## src/rtl/inst_encoder.sv

```systemverilog
// inst_encoder: turns an ALU operation plus register/immediate fields into an
// RV32I instruction word and queues it in a two-entry output buffer.
// Optional feature: define ENCODER_ITYPE_EN to encode use_imm=1 requests as
// OP-IMM (I-type) instructions; without it every use_imm=1 request is illegal.

`ifndef ALU_TYPE_WIDTH
`define ALU_TYPE_WIDTH 4
`endif
`ifndef REG_NUM
`define REG_NUM 5
`endif
`ifndef COMMON_WIDTH
`define COMMON_WIDTH 32
`endif

`ifndef ALU_NOP
`define ALU_NOP  4'd0
`define ALU_ADD  4'd1
`define ALU_SUB  4'd2
`define ALU_SLL  4'd3
`define ALU_SLT  4'd4
`define ALU_SLTU 4'd5
`define ALU_XOR  4'd6
`define ALU_SRL  4'd7
`define ALU_SRA  4'd8
`define ALU_OR   4'd9
`define ALU_AND  4'd10
`endif

// {funct7, funct3}
`ifndef ADD_FUNCT73
`define ADD_FUNCT73  10'b0000000_000
`define SUB_FUNCT73  10'b0100000_000
`define SLL_FUNCT73  10'b0000000_001
`define SLT_FUNCT73  10'b0000000_010
`define SLTU_FUNCT73 10'b0000000_011
`define XOR_FUNCT73  10'b0000000_100
`define SRL_FUNCT73  10'b0000000_101
`define SRA_FUNCT73  10'b0100000_101
`define OR_FUNCT73   10'b0000000_110
`define AND_FUNCT73  10'b0000000_111
`endif

`ifndef POS_OPCODE
`define POS_OPCODE 0
`define POS_RD     7
`define POS_FUNCT3 12
`define POS_RS1    15
`define POS_RS2    20
`define POS_FUNCT7 25
`endif

module inst_encoder (
    input  logic                       clk,
    input  logic                       rst,
    input  logic                       in_valid,
    output logic                       in_ready,
    input  logic [`ALU_TYPE_WIDTH-1:0] alu_type,
    input  logic [`REG_NUM-1:0]        rd,
    input  logic [`REG_NUM-1:0]        rs1,
    input  logic [`REG_NUM-1:0]        rs2,
    input  logic                       use_imm,
    input  logic [11:0]                imm,
    output logic                       out_valid,
    input  logic                       out_ready,
    output logic [`COMMON_WIDTH-1:0]   inst,
    output logic                       illegal,
    output logic                       err_sticky,
    output logic [15:0]                enc_count
);

    localparam logic [6:0] OPC_OP     = 7'b0110011;
    localparam logic [6:0] OPC_OP_IMM = 7'b0010011;

    logic [9:0]  f73;
    logic [6:0]  opcode;
    logic [11:0] upper;
    logic        enc_legal;
    logic [`COMMON_WIDTH-1:0] enc_word;

    logic [1:0]  cnt_q;
    logic [`COMMON_WIDTH-1:0] head_q;
    logic [`COMMON_WIDTH-1:0] tail_q;
    logic        rdy_en_q;
    logic        illegal_q;
    logic        err_q;
    logic [15:0] enc_count_q;

    logic accept;
    logic push;
    logic pop;

    // Field selection: funct7/funct3/opcode and the upper 12 bits
    // (funct7+rs2 for R-type, immediate for I-type).
    always_comb begin
        f73       = 10'b0;
        opcode    = OPC_OP;
        upper     = 12'b0;
        enc_legal = 1'b0;
        if (!use_imm) begin
            enc_legal = 1'b1;
            case (alu_type)
                `ALU_ADD:  f73 = `ADD_FUNCT73;
                `ALU_SUB:  f73 = `SUB_FUNCT73;
                `ALU_SLL:  f73 = `SLL_FUNCT73;
                `ALU_SLT:  f73 = `SLT_FUNCT73;
                `ALU_SLTU: f73 = `SLTU_FUNCT73;
                `ALU_XOR:  f73 = `XOR_FUNCT73;
                `ALU_SRL:  f73 = `SRL_FUNCT73;
                `ALU_SRA:  f73 = `SRA_FUNCT73;
                `ALU_OR:   f73 = `OR_FUNCT73;
                `ALU_AND:  f73 = `AND_FUNCT73;
                default:   enc_legal = 1'b0;
            endcase
            upper = {f73[9:3], rs2};
        end else begin
`ifdef ENCODER_ITYPE_EN
            opcode    = OPC_OP_IMM;
            enc_legal = 1'b1;
            upper     = imm;
            case (alu_type)
                `ALU_ADD:  f73 = `ADD_FUNCT73;
                `ALU_SLT:  f73 = `SLT_FUNCT73;
                `ALU_SLTU: f73 = `SLTU_FUNCT73;
                `ALU_XOR:  f73 = `XOR_FUNCT73;
                `ALU_OR:   f73 = `OR_FUNCT73;
                `ALU_AND:  f73 = `AND_FUNCT73;
                `ALU_SLL: begin
                    f73   = `SLL_FUNCT73;
                    upper = {f73[9:3], imm[4:0]};
                end
                `ALU_SRL: begin
                    f73   = `SRL_FUNCT73;
                    upper = {f73[9:3], imm[4:0]};
                end
                `ALU_SRA: begin
                    f73   = `SRA_FUNCT73;
                    upper = {f73[9:3], imm[4:0]};
                end
                default:   enc_legal = 1'b0;
            endcase
`else
            enc_legal = 1'b0;
`endif
        end
    end

`ifndef ENCODER_ITYPE_EN
    logic unused_imm;
    assign unused_imm = ^imm;
`endif

    // Assemble the instruction word from the selected fields.
    always_comb begin
        enc_word = (`COMMON_WIDTH'(upper)    << `POS_RS2)
                 | (`COMMON_WIDTH'(rs1)      << `POS_RS1)
                 | (`COMMON_WIDTH'(f73[2:0]) << `POS_FUNCT3)
                 | (`COMMON_WIDTH'(rd)       << `POS_RD)
                 | (`COMMON_WIDTH'(opcode)   << `POS_OPCODE);
    end

    // in_ready is held low through reset and until the first clock edge after it.
    assign in_ready  = rdy_en_q && (cnt_q < 2'd2);
    assign out_valid = (cnt_q != 2'd0);
    assign inst      = head_q;
    assign illegal   = illegal_q;
    assign err_sticky = err_q;
    assign enc_count = enc_count_q;

    assign accept = in_valid && in_ready;
    assign push   = accept && enc_legal;
    assign pop    = out_valid && out_ready;

    // Two-entry buffer: head_q is the presented word, tail_q the one behind it.
    always_ff @(posedge clk or posedge rst) begin
        if (rst) begin
            cnt_q  <= 2'd0;
            head_q <= '0;
            tail_q <= '0;
        end else begin
            case (cnt_q)
                2'd0: begin
                    if (push) begin
                        head_q <= enc_word;
                        cnt_q  <= 2'd1;
                    end
                end
                2'd1: begin
                    if (push && pop) begin
                        head_q <= enc_word;
                    end else if (push) begin
                        tail_q <= enc_word;
                        cnt_q  <= 2'd2;
                    end else if (pop) begin
                        cnt_q  <= 2'd0;
                    end
                end
                default: begin
                    if (pop) begin
                        head_q <= tail_q;
                        cnt_q  <= 2'd1;
                    end
                end
            endcase
        end
    end

    // Ready enable, illegal pulse, sticky error and saturating delivery count.
    always_ff @(posedge clk or posedge rst) begin
        if (rst) begin
            rdy_en_q    <= 1'b0;
            illegal_q   <= 1'b0;
            err_q       <= 1'b0;
            enc_count_q <= 16'd0;
        end else begin
            rdy_en_q  <= 1'b1;
            illegal_q <= accept && !enc_legal;
            if (accept && !enc_legal) begin
                err_q <= 1'b1;
            end
            if (pop && (enc_count_q != 16'hFFFF)) begin
                enc_count_q <= enc_count_q + 16'd1;
            end
        end
    end

endmodule

```

## config.mk

```make
export PLATFORM = sky130hd
export DESIGN_NAME = inst_encoder
export DESIGN_NICKNAME = d
export VERILOG_FILES = /design/src/rtl/inst_encoder.sv
export SDC_FILE = /design/constraint.sdc
export NUM_CORES = 1
export LEC_CHECK = 0
export CAP_MARGIN = 20
export CORE_AREA = 2 2 107 109
export CTS_CLUSTER_SIZE = 20
export DETAILED_ROUTE_END_ITERATION = 10
export DIE_AREA = 0 0 109 111
export PLACE_DENSITY = 0.52
export RECOVER_POWER = 50
export SETUP_SLACK_MARGIN = 0.4
export SYNTH_ARGS = -nofsm -noshare
export SYNTH_HDL_FRONTEND = slang
export SYNTH_SLANG_ARGS = --single-unit
```

## constraint.sdc

```tcl
create_clock -name clk -period 5.36 [get_ports clk]
set_input_delay 0.536 -clock clk [delete_from_list [all_inputs] [get_ports clk]]
set_output_delay 0.536 -clock clk [all_outputs]
set_load 0.05 [all_outputs]
```

==> metrics.txt, run 1 <==
result of the run=finished, violations left; violated checks=max-capacitance violations, max-slew violations; required time reported for the critical path endpoint=5.41 ns; clock latency on the worst-skew pair=0.32 ns; slowest stage cell, crit path=clkbuf_1; max-capacitance violation count=1; # rows=39; Register Area=~0.0015 sq mm; overall die width=109 microns; I/O pin count=88; filler-free cell count of the finished design=475; slew of the pin with the lowest slew margin=1.92 ns; Layout Skew=0.00798 ns; ordered cell list for the critical path=dlygate4sd3_1, inv_1, clkbuf_1; top post-synthesis cells by area=dfrtp_1, mux2_4, mux2_2; antenna violations before repair=1; placeable core area=0.0111 sq mm; via count=between 2000 and 2500; floorplan die area=0.0121 sq mm; power density normalized to cell area=about 420 mW/mm^2; predominant post-synthesis flop cell=dfrtp_1; fillers=about 1100; sink count of the clock tree=61; unrepaired setup endpoints after global routing=false; relative slew slack=-27.9%; number of input and output port buffers inserted=66; share of the yosys chip area belonging to registers=48.9%; area after detailed placement=0.00384 sq mm; chip height=roughly 110 microns; pre-CTS worst setup slack=1.94 ns; initial core utilization=between 20% and 30%; number of nets in the final layout=363; synthesized instance count=264; Final Instance Area=a little over 0.004 sq mm; number of buffers created by CTS=9; min cycle time layout=between 3 and 4 ns; Overall Global Routing Usage=12.6%; vias per cell=4.69; Antenna Violating Nets Remaining=0; final core utilization=37.5%; length of the first detailed-routing pass in iterations=4; pin count of the biggest net entering global routing=36; clock tree from TritonCTS=yes; Wirelength per Cell=14.8 microns; mean post-synth cell area=11.8 sq um; final count of hold timing violations=0; placed wire-length estimate=4740 microns; WL final=between 7000 and 8000 microns; Worst-path clk slew=approximately 0.050 ns; number of enable flip-flop cells after synthesis=0; maximum single-stage delay on the critical path=1.45 ns; type of element capturing the critical path=async pin; number of setup buffers added after CTS=0; cell taking the most area after synthesis=dfrtp_1; maximum clock frequency=307 MHz; data arrival at the endpoint of the critical path=roughly 3.3 ns; growth of design area from synthesis to finish=33.2%; Slew Viols, Final=36; number of buffers on the longest clock path=2; gr ovfl total=0; Leak=1.80 nW; sum of negative setup slack=0 ns; fraction of synthesis flops using an asynchronous set or reset pin=100%; share of cells above drive strength 1=20.2%; crit path kind=primary input to async pin; number of synthesis warnings=0; cell at the root of the clock tree=clkbuf_16; drc violations=0; dominant cell by count in the synthesized netlist=dfrtp_1; quantity of hold-fixing buffers added after cts=0; multi-input combinational cell area=0.00143 sq mm; first-pass GRT wire length=11800 microns; kind of start point of the critical path=primary input; share of Yosys cell area claimed by the top area cell type=48.9%; total of cells resized after clock tree synthesis=0; number of synthesized register bits=61; drt initial violations=73; list of most frequent post-synthesis cells=dfrtp_1, mux2_2, mux2_4, nor3_1, buf_4; Worst Path Max Fanout=35; via count of the first global-routing pass=about 2300; global placement routability congestion=0.747; Unique masters post-synth=45; number of instances in the placed design=around 460; Syn Std Cell Area=0.00312 sq mm; worst hold path type=register to register; worst vdd rail ir drop=roughly 0.00017 V; total of endpoints with negative setup slack in the final report=0; Worst Setup Slack, final=2.10 ns; CTS H-tree depth=3; portion of the clock cycle consumed by the worst path in the final layout=60.9%
## cell families after synthesis
kind of cell / after synthesis / synth area share [%]
xor+xnor: 13 / 3.65
buf+inv: 31 / 6.06
simple gates: 84 / 15.7
mux: 43 / 17.6
fa+ha+maj: 1 / 0.401
flops: 61 / 48.9
compound gates: 29 / 7.34
other cells: 2 / 0.241
## cell type report
type | count | share of cell area, %
timing repair buffer | 68 | 16.2
clock inverter | 6 | 2.08
sequential | 61 | 36.7
multi-input combinational | 180 | 34.4
inverter | 6 | 0.542
tap | 143 | 4.31
clock buffer | 10 | 5.75
antenna | 1 | 0.0602
## worst paths after layout
| check | start | slack (ns) | to | depth (start not counted) |
|---|---|---|---|---|
| max | rst | 2.10 | tail_q[18]$_DFFE_PP0P_ | 3 |
| min | err_sticky$_DFFE_PP0P_ | 0.47 | err_sticky$_DFFE_PP0P_ | 1 |
| max reg2reg | rdy_en_q$_DFF_PP0_ | 3.02 | inst[11]$_DFFE_PP0P_ | 4 |
| min reg2reg | err_sticky$_DFFE_PP0P_ | 0.47 | err_sticky$_DFFE_PP0P_ | 1 |
| max in group clk | alu_type[3] | 2.24 | inst[11]$_DFFE_PP0P_ | 5 |
| min in group asynchronous | rst | 0.92 | enc_count[13]$_DFFE_PP0P_ | 2 |
## state kept, by name (all words and copies together) (netlist names)
name        cells
enc_count      16
illegal         1
tail_q         20
cnt_q           2
err_sticky      1
inst           20
rdy_en_q        1
## routing by layer
| metal | share of wire, % | wire [microns] | global-route usage, % | vias to the layer above |
|---|---|---|---|---|
| met4 | 1.1 | 76 | 4.02 | 0 |
| met5 | 0 | 0 | 0 | - |
| met3 | 6.8 | 474 | 4.76 | 7 |
| met1 | 46 | 3240 | 16.0 | 1096 |
| met2 | 46 | 3220 | 19.5 | 63 |
| li1 | - | - | - | 1062 |
## layout by cell type, fill, tap and decap left out, drive strengths merged, types with 2 or more instances in the layout
cell / count
clkbuf: 11
and3: 3
nor3b: 4
a21oi: 4
conb: 10
clkdlybuf4s50: 45
nand2b: 2
o22ai: 6
nand3: 10
clkinv: 3
xnor2: 6
and4: 3
mux2: 42
nor4: 3
nor3: 15
nor4b: 7
dfrtp: 61
inv: 6
nand4: 5
xor2: 7
dlygate4sd3: 21
nand2: 11
o21ai: 4
o221ai: 2
o21ba: 2
or2: 3
nor2b: 7
nor2: 9
bufinv: 2
## per-stage QoR
| step | hold WS, ns | total power, W |
|---|---|---|
| 2_1_floorplan | 0.435 | 0.000967 |
| 3_3_place_gp | 0.450 | 0.00114 |
| 3_5_place_dp | 0.457 | 0.00115 |
| 4_1_cts | 0.474 | 0.00178 |
| 5_1_grt | 0.492 | 0.00183 |
| 6_report | 0.466 | 0.00174 |
## power breakdown
| part | switching (W) | internal [W] |
|---|---|---|
| Clock | 0.000211 | 0.000418 |
| Combinational | 0.000326 | 0.000183 |
| Sequential | 0.0000649 | 0.000540 |
## critical path: cells and delay by family
| kind | cells | cell delay, ns |
|---|---|---|
| buffers and inverters | 3 | 2.75 |
Note: power is estimated with default switching activity, not from simulation.
==> run 2, diff against run 1 <==
Clock period 5.36 ns to 3.09 ns, I/O delays scaled along.
==> run 2 against run 1 <==
- the run now ends clean
- clock power up 91%
- critical path depth up 3
- largest cell class unchanged
- combinational power increased by 78%
- total power increased by 81%
- register-to-register slack got worse by 2.1 ns
- non-clock buffer count up 6
- die area stayed put
- sequential cell count did not move
==> metrics.txt, run 2 (synthesis gave the netlist of run 1 again) <==
sink count of the clock tree=61; Layout Skew=0.00526 ns; Antenna Violating Nets Remaining=0; launch instance of the worst min-delay path=err_sticky$_DFFE_PP0P_; cell at the root of the clock tree=clkbuf_16; vias per cell=approximately 4.6; drc violations=0; WL final=7120 microns; slew of the pin with the lowest slew margin=1.04 ns; cell count of the worst reg-to-reg path=4; result of the run=finished, final reports clean; total of endpoints with negative setup slack in the final report=0; Wirelength per Cell=14.8 microns; ordered cell list for the critical path=dlygate4sd3_1, nor4_1, a2111oi_4, clkbuf_1, nand2_1, o221ai_1; pin count of the biggest net entering global routing=36; share of cells above drive strength 1=between 20% and 30%; first-pass GRT wire length=11700 microns; quantity of hold-fixing buffers added after cts=0; Hold Crit Endpoint=err_sticky$_DFFE_PP0P_; initial core utilization=28.2%; CTS H-tree depth=3; cell depth of the worst min-delay path=1; worst vdd rail ir drop=0.000387 V; placeable core area=0.0111 sq mm; Reg2Reg Launch Point=cnt_q[1]$_DFFE_PP0P_; unrepaired setup endpoints after global routing=false; n_diodes=0; Worst-path clk slew=0.05 ns; sum of negative setup slack=0 ns; gr ovfl total=0; commonest cells after routing, fill and taps aside=dfrtp_1, clkdlybuf4s50_1, mux2_2; Worst Path Max Fanout=16; power density normalized to cell area=roughly 750 mW/mm^2; via count=approximately 2200; total of cells resized after clock tree synthesis=0; maximum clock frequency=roughly 420 MHz; kind of start point of the critical path=primary input; type of element capturing the critical path=register; drt initial violations=93; # rows=39; clock tree from TritonCTS=yes; maximum single-stage delay on the critical path=slightly below 0.8 ns; min cycle time layout=2.39 ns; growth of design area from synthesis to finish=35.4%; I/O pin count=88; pre-CTS worst setup slack=0.472 ns; number of buffers created by CTS=9; crit path kind=primary input to register; clock latency on the worst-skew pair=approximately 0.32 ns; number of input and output port buffers inserted=between 60 and 70; number of buffers on the longest clock path=2; Slew Viols, Final=0; number of setup buffers added after CTS=0; length of the first detailed-routing pass in iterations=4; global placement routability congestion=0.764; overall die width=109 microns; placed wire-length estimate=4870 microns; register-to-register path setup slack=0.95 ns; number of nets in the final layout=369; final count of hold timing violations=0; slowest stage cell, crit path=dlygate4sd3_1; worst hold path type=register to register; terminus of the critical flop-to-flop path=inst[17]$_DFFE_PP0P_; chip height=111 microns; required time reported for the critical path endpoint=3.31 ns; relative slew slack=30.5%; via count of the first global-routing pass=2272; Overall Global Routing Usage=12.4%; Leak=1.83 nW; floorplan die area=~0.012 sq mm; Worst Setup Slack, final=0.695 ns; max-capacitance violation count=0; leading cell type in the layout, fill and taps excluded=dfrtp_1; data arrival at the endpoint of the critical path=2.62 ns; antenna violations before repair=0; portion of the clock cycle consumed by the worst path in the final layout=77.5%
-- run 2: metrics by stage --
stage / area, sq um / std cells / utilization, % / total power [W] / hold WS (ns)
after floorplan: 3150 / 272 / - / 0.00168 / 0.435
after CTS: 4260 / 480 / 38.4 / 0.00322 / 0.415
after global placement: 3890 / 464 / 35.2 / 0.00198 / 0.451
after global routing: 4220 / 480 / 38.1 / 0.00331 / 0.480
final: 4220 / 480 / 38.1 / 0.00316 / 0.460
after detailed placement: 3890 / 464 / 35.2 / 0.00199 / 0.458
-- run 2: layout make-up --
cell class | count | area [sq um]
Inverter | 6 | 22.5
Clock inverter | 3 | 90.1
Tap cell | 143 | 179
Fill cell | 1104 | 6850
Timing Repair Buffer | 74 | 707
Multi-Input combinational cell | 180 | 1430
Clock buffer | 13 | 270
Sequential cell | 61 | 1530
-- run 2: report_power, final --
part           total [W]  leakage [nW]  switching [W]  internal, W
Sequential       0.00105         0.785       0.000111     0.000937
Combinational   0.000904         0.868       0.000570     0.000334
Clock            0.00120         0.176       0.000350     0.000854
-- run 2: routing by layer --
layer | GRT usage [%] | routed length [microns] | part of all wire, %
met2 | 19.4 | 3390 | 48
met1 | 16.0 | 3280 | 46
met5 | 0 | 0 | 0
met3 | 4.59 | 387 | 5.4
met4 | 3.50 | 59 | 0.83
-- run 2: worst max-delay path by stage --
stage,cells past startpoint,from,slack [ns],endpoint
2_1_floorplan,5,cnt_q[1]$_DFFE_PP0P_,0.65,tail_q[11]$_DFFE_PP0P_
3_3_place_gp,5,alu_type[1],0.47,tail_q[14]$_DFFE_PP0P_
3_5_place_dp,5,alu_type[1],0.47,tail_q[16]$_DFFE_PP0P_
4_1_cts,5,alu_type[3],0.81,tail_q[14]$_DFFE_PP0P_
5_1_grt,6,alu_type[3],0.48,inst[13]$_DFFE_PP0P_
6_report,6,alu_type[3],0.70,inst[14]$_DFFE_PP0P_
-- run 2: worst max-delay path: cells and delay by family --
kind / cells / cell delay (ns)
buf+inv: 2 / 1.31
compound gates: 2 / 0.58
simple gates: 2 / 0.42
==> run 3, diff against run 2 <==
Clock period 3.09 ns to 2.5 ns, I/O delays scaled along.
==> run 3 against run 2 <==
- sequential cell count unchanged
- clock skew about the same
- count of clock-buffer cells in the layout down 1
- via count up 2.7%
- sequential power up 24%
- combinational power up 25%
- first-iteration DRC count down 63%
- non-clock buffer count up 7
- cell count up 1.5%
- total power up 13%
- global-route usage up 0.26 points
- wire length down 1.7%
- critical endpoint is now tail_q[16]$_DFFE_PP0P_
- largest cell class unchanged
- largest power group is now registers
==> metrics.txt, run 3 (synthesis gave the netlist of run 1 again) <==
Reg2Reg Launch Point=enc_count[4]$_DFFE_PP0P_; terminus of the critical flop-to-flop path=enc_count[13]$_DFFE_PP0P_; family with the most delay on the worst path=buffers and inverters; placed wire-length estimate=4930 microns; sink count of the clock tree=61; filler-free cell count of the finished design=between 400 and 500; clock tree from TritonCTS=yes; quantity of hold-fixing buffers added after cts=0; drt initial violations=34; Hold Crit Endpoint=tail_q[5]$_DFFE_PP0P_; Wirelength per Cell=14.4 microns; Worst Hold Slack=0.464 ns; ordered cell list for the critical path=clkdlybuf4s50_1, a21o_1, a211oi_1, or4b_4, buf_12, mux2_4; cell count of the worst reg-to-reg path=4; maximum single-stage delay on the critical path=0.52 ns; leading cell type in the layout, fill and taps excluded=dfrtp_1; Leak=1.84 nW; first-pass GRT wire length=11900 microns; global placement routability congestion=0.792; crit path kind=primary input to register; worst hold path type=register to register; met3 track demand over resource=3.82%; cell at the root of the clock tree=clkbuf_16; sum of negative setup slack=0 ns; total of cells resized after clock tree synthesis=0; fillers=1086; M2 GR Usage=19.1%; cell depth of the worst min-delay path=1; number of instances in the placed design=471; number of setup buffers added after CTS=0; power density normalized to cell area=840 mW/mm^2; Final Instance Area=about 0.0042 sq mm; clock latency on the worst-skew pair=0.32 ns; number of nets in the final layout=376; Antenna Violating Nets Remaining=0; I/O pin count=88; slew of the pin with the lowest slew margin=0.958 ns; via count of the first global-routing pass=2367; data arrival at the endpoint of the critical path=2.24 ns; area after detailed placement=0.00399 sq mm; via count=2283; floorplan die area=0.0121 sq mm; share of cells above drive strength 1=a little under a quarter; CTS H-tree depth=3; launch instance of the worst min-delay path=tail_q[5]$_DFFE_PP0P_; Combinational Power Share=31.7%; overall die width=109 microns; number of buffers created by CTS=9; maximum clock frequency=between 400 and 500 MHz; result of the run=finished, final reports clean; required time reported for the critical path endpoint=2.70 ns; slowest stage cell, crit path=or4b_4; combined buffer and inverter count along the critical path=2; max-capacitance violation count=0; final count of hold timing violations=0; worst vdd rail ir drop=between 0.0004 and 0.0005 V; number of input and output port buffers inserted=66; placeable core area=0.0111 sq mm; length of the first detailed-routing pass in iterations=4; pin count of the biggest net entering global routing=40; switching power=0.00125 W; Worst Path Max Fanout=20; clock network power share=31.9%; min cycle time layout=about 2.0 ns; Internal Power=between 0.002 and 0.0025 W; Overall Global Routing Usage=approximately an eighth; Layout Skew=0.00523 ns; type of element capturing the critical path=register; chip height=around 110 microns; multi-input combinational cell area=0.00144 sq mm; most crowded layer after global routing=met2; growth of design area from synthesis to finish=35.9%; GR Util met1=16.7%; relative slew slack=36.1%; commonest cells after routing, fill and taps aside=dfrtp_1, clkdlybuf4s50_1, mux2_2; number of buffers on the longest clock path=2; register-to-register path setup slack=0.62 ns; Register Area=0.00153 sq mm; portion of the clock cycle consumed by the worst path in the final layout=81.5%; switch share=35.3%; gr ovfl total=0; initial core utilization=between 20% and 30%; unrepaired setup endpoints after global routing=false; drc violations=0; total of endpoints with negative setup slack in the final report=0; # rows=39; Worst-path clk slew=0.05 ns; WL final=around 7000 microns; portion of total power attributed to sequential cells=36.4%; antenna violations before repair=0; vias per cell=4.69; Slew Viols, Final=0; kind of start point of the critical path=primary input; n_diodes=0
==> run 3: changes by cell type in the layout (fill, tap and decap cells not counted), sizes merged <==
cell and delta:
dlygate4sd3 -4, buf +10, clkbuf -2, bufinv -3
clkinvlp +1, clkdlybuf4s50 +2, clkinv +3
==> run 3: stage by stage <==
step / total power (W) / util, % / setup WS (ns)
finish: 0.00356 / 38.3 / 0.462
global route: 0.00375 / 38.3 / 0.338
CTS: 0.00364 / 38.6 / 0.503
detailed placement: 0.00247 / 36.1 / 0.172
global placement: 0.00246 / 36.1 / 0.167
floorplan: 0.00208 / - / 0.434
==> run 3: power groups by stage <==
stage / Clock (W) / Sequential, W / Combinational [W]
5_1_grt: 0.00123 / 0.00133 / 0.00119
3_5_place_dp: 0 / 0.00131 / 0.00115
3_3_place_gp: 0 / 0.00131 / 0.00115
2_1_floorplan: 0 / 0.00173 / 0.000342
4_1_cts: 0.00118 / 0.00130 / 0.00116
6_report: 0.00113 / 0.00130 / 0.00113
==> run 3: layout make-up <==
type                       instances  area share (%)
timing repair buffer              81            18.7
multi-input combinational        180            33.9
clock inverter                     4           0.531
tap                              143            4.22
clock buffer                      12            6.05
inverter                           6           0.531
sequential                        61            36.0
==> run 3: how the worst max path moves through the flow <==
| stage | startpoint | end | slack (ns) | cells past startpoint |
|---|---|---|---|---|
| 2_1_floorplan | cnt_q[1]$_DFFE_PP0P_ | inst[10]$_DFFE_PP0P_ | 0.43 | 6 |
| 3_3_place_gp | alu_type[0] | tail_q[22]$_DFFE_PP0P_ | 0.17 | 6 |
| 3_5_place_dp | alu_type[0] | tail_q[19]$_DFFE_PP0P_ | 0.17 | 6 |
| 4_1_cts | cnt_q[1]$_DFFE_PP0P_ | enc_count[13]$_DFFE_PP0P_ | 0.50 | 4 |
| 5_1_grt | alu_type[1] | tail_q[19]$_DFFE_PP0P_ | 0.34 | 6 |
| 6_report | alu_type[0] | tail_q[16]$_DFFE_PP0P_ | 0.46 | 6 |
==> run 3: per-layer routing <==
layer / part of all wire (%) / wire, microns
met3: 4.9 / 342
met5: 0 / 0
met4: 2.3 / 159
met2: 46 / 3260
met1: 46 / 3240
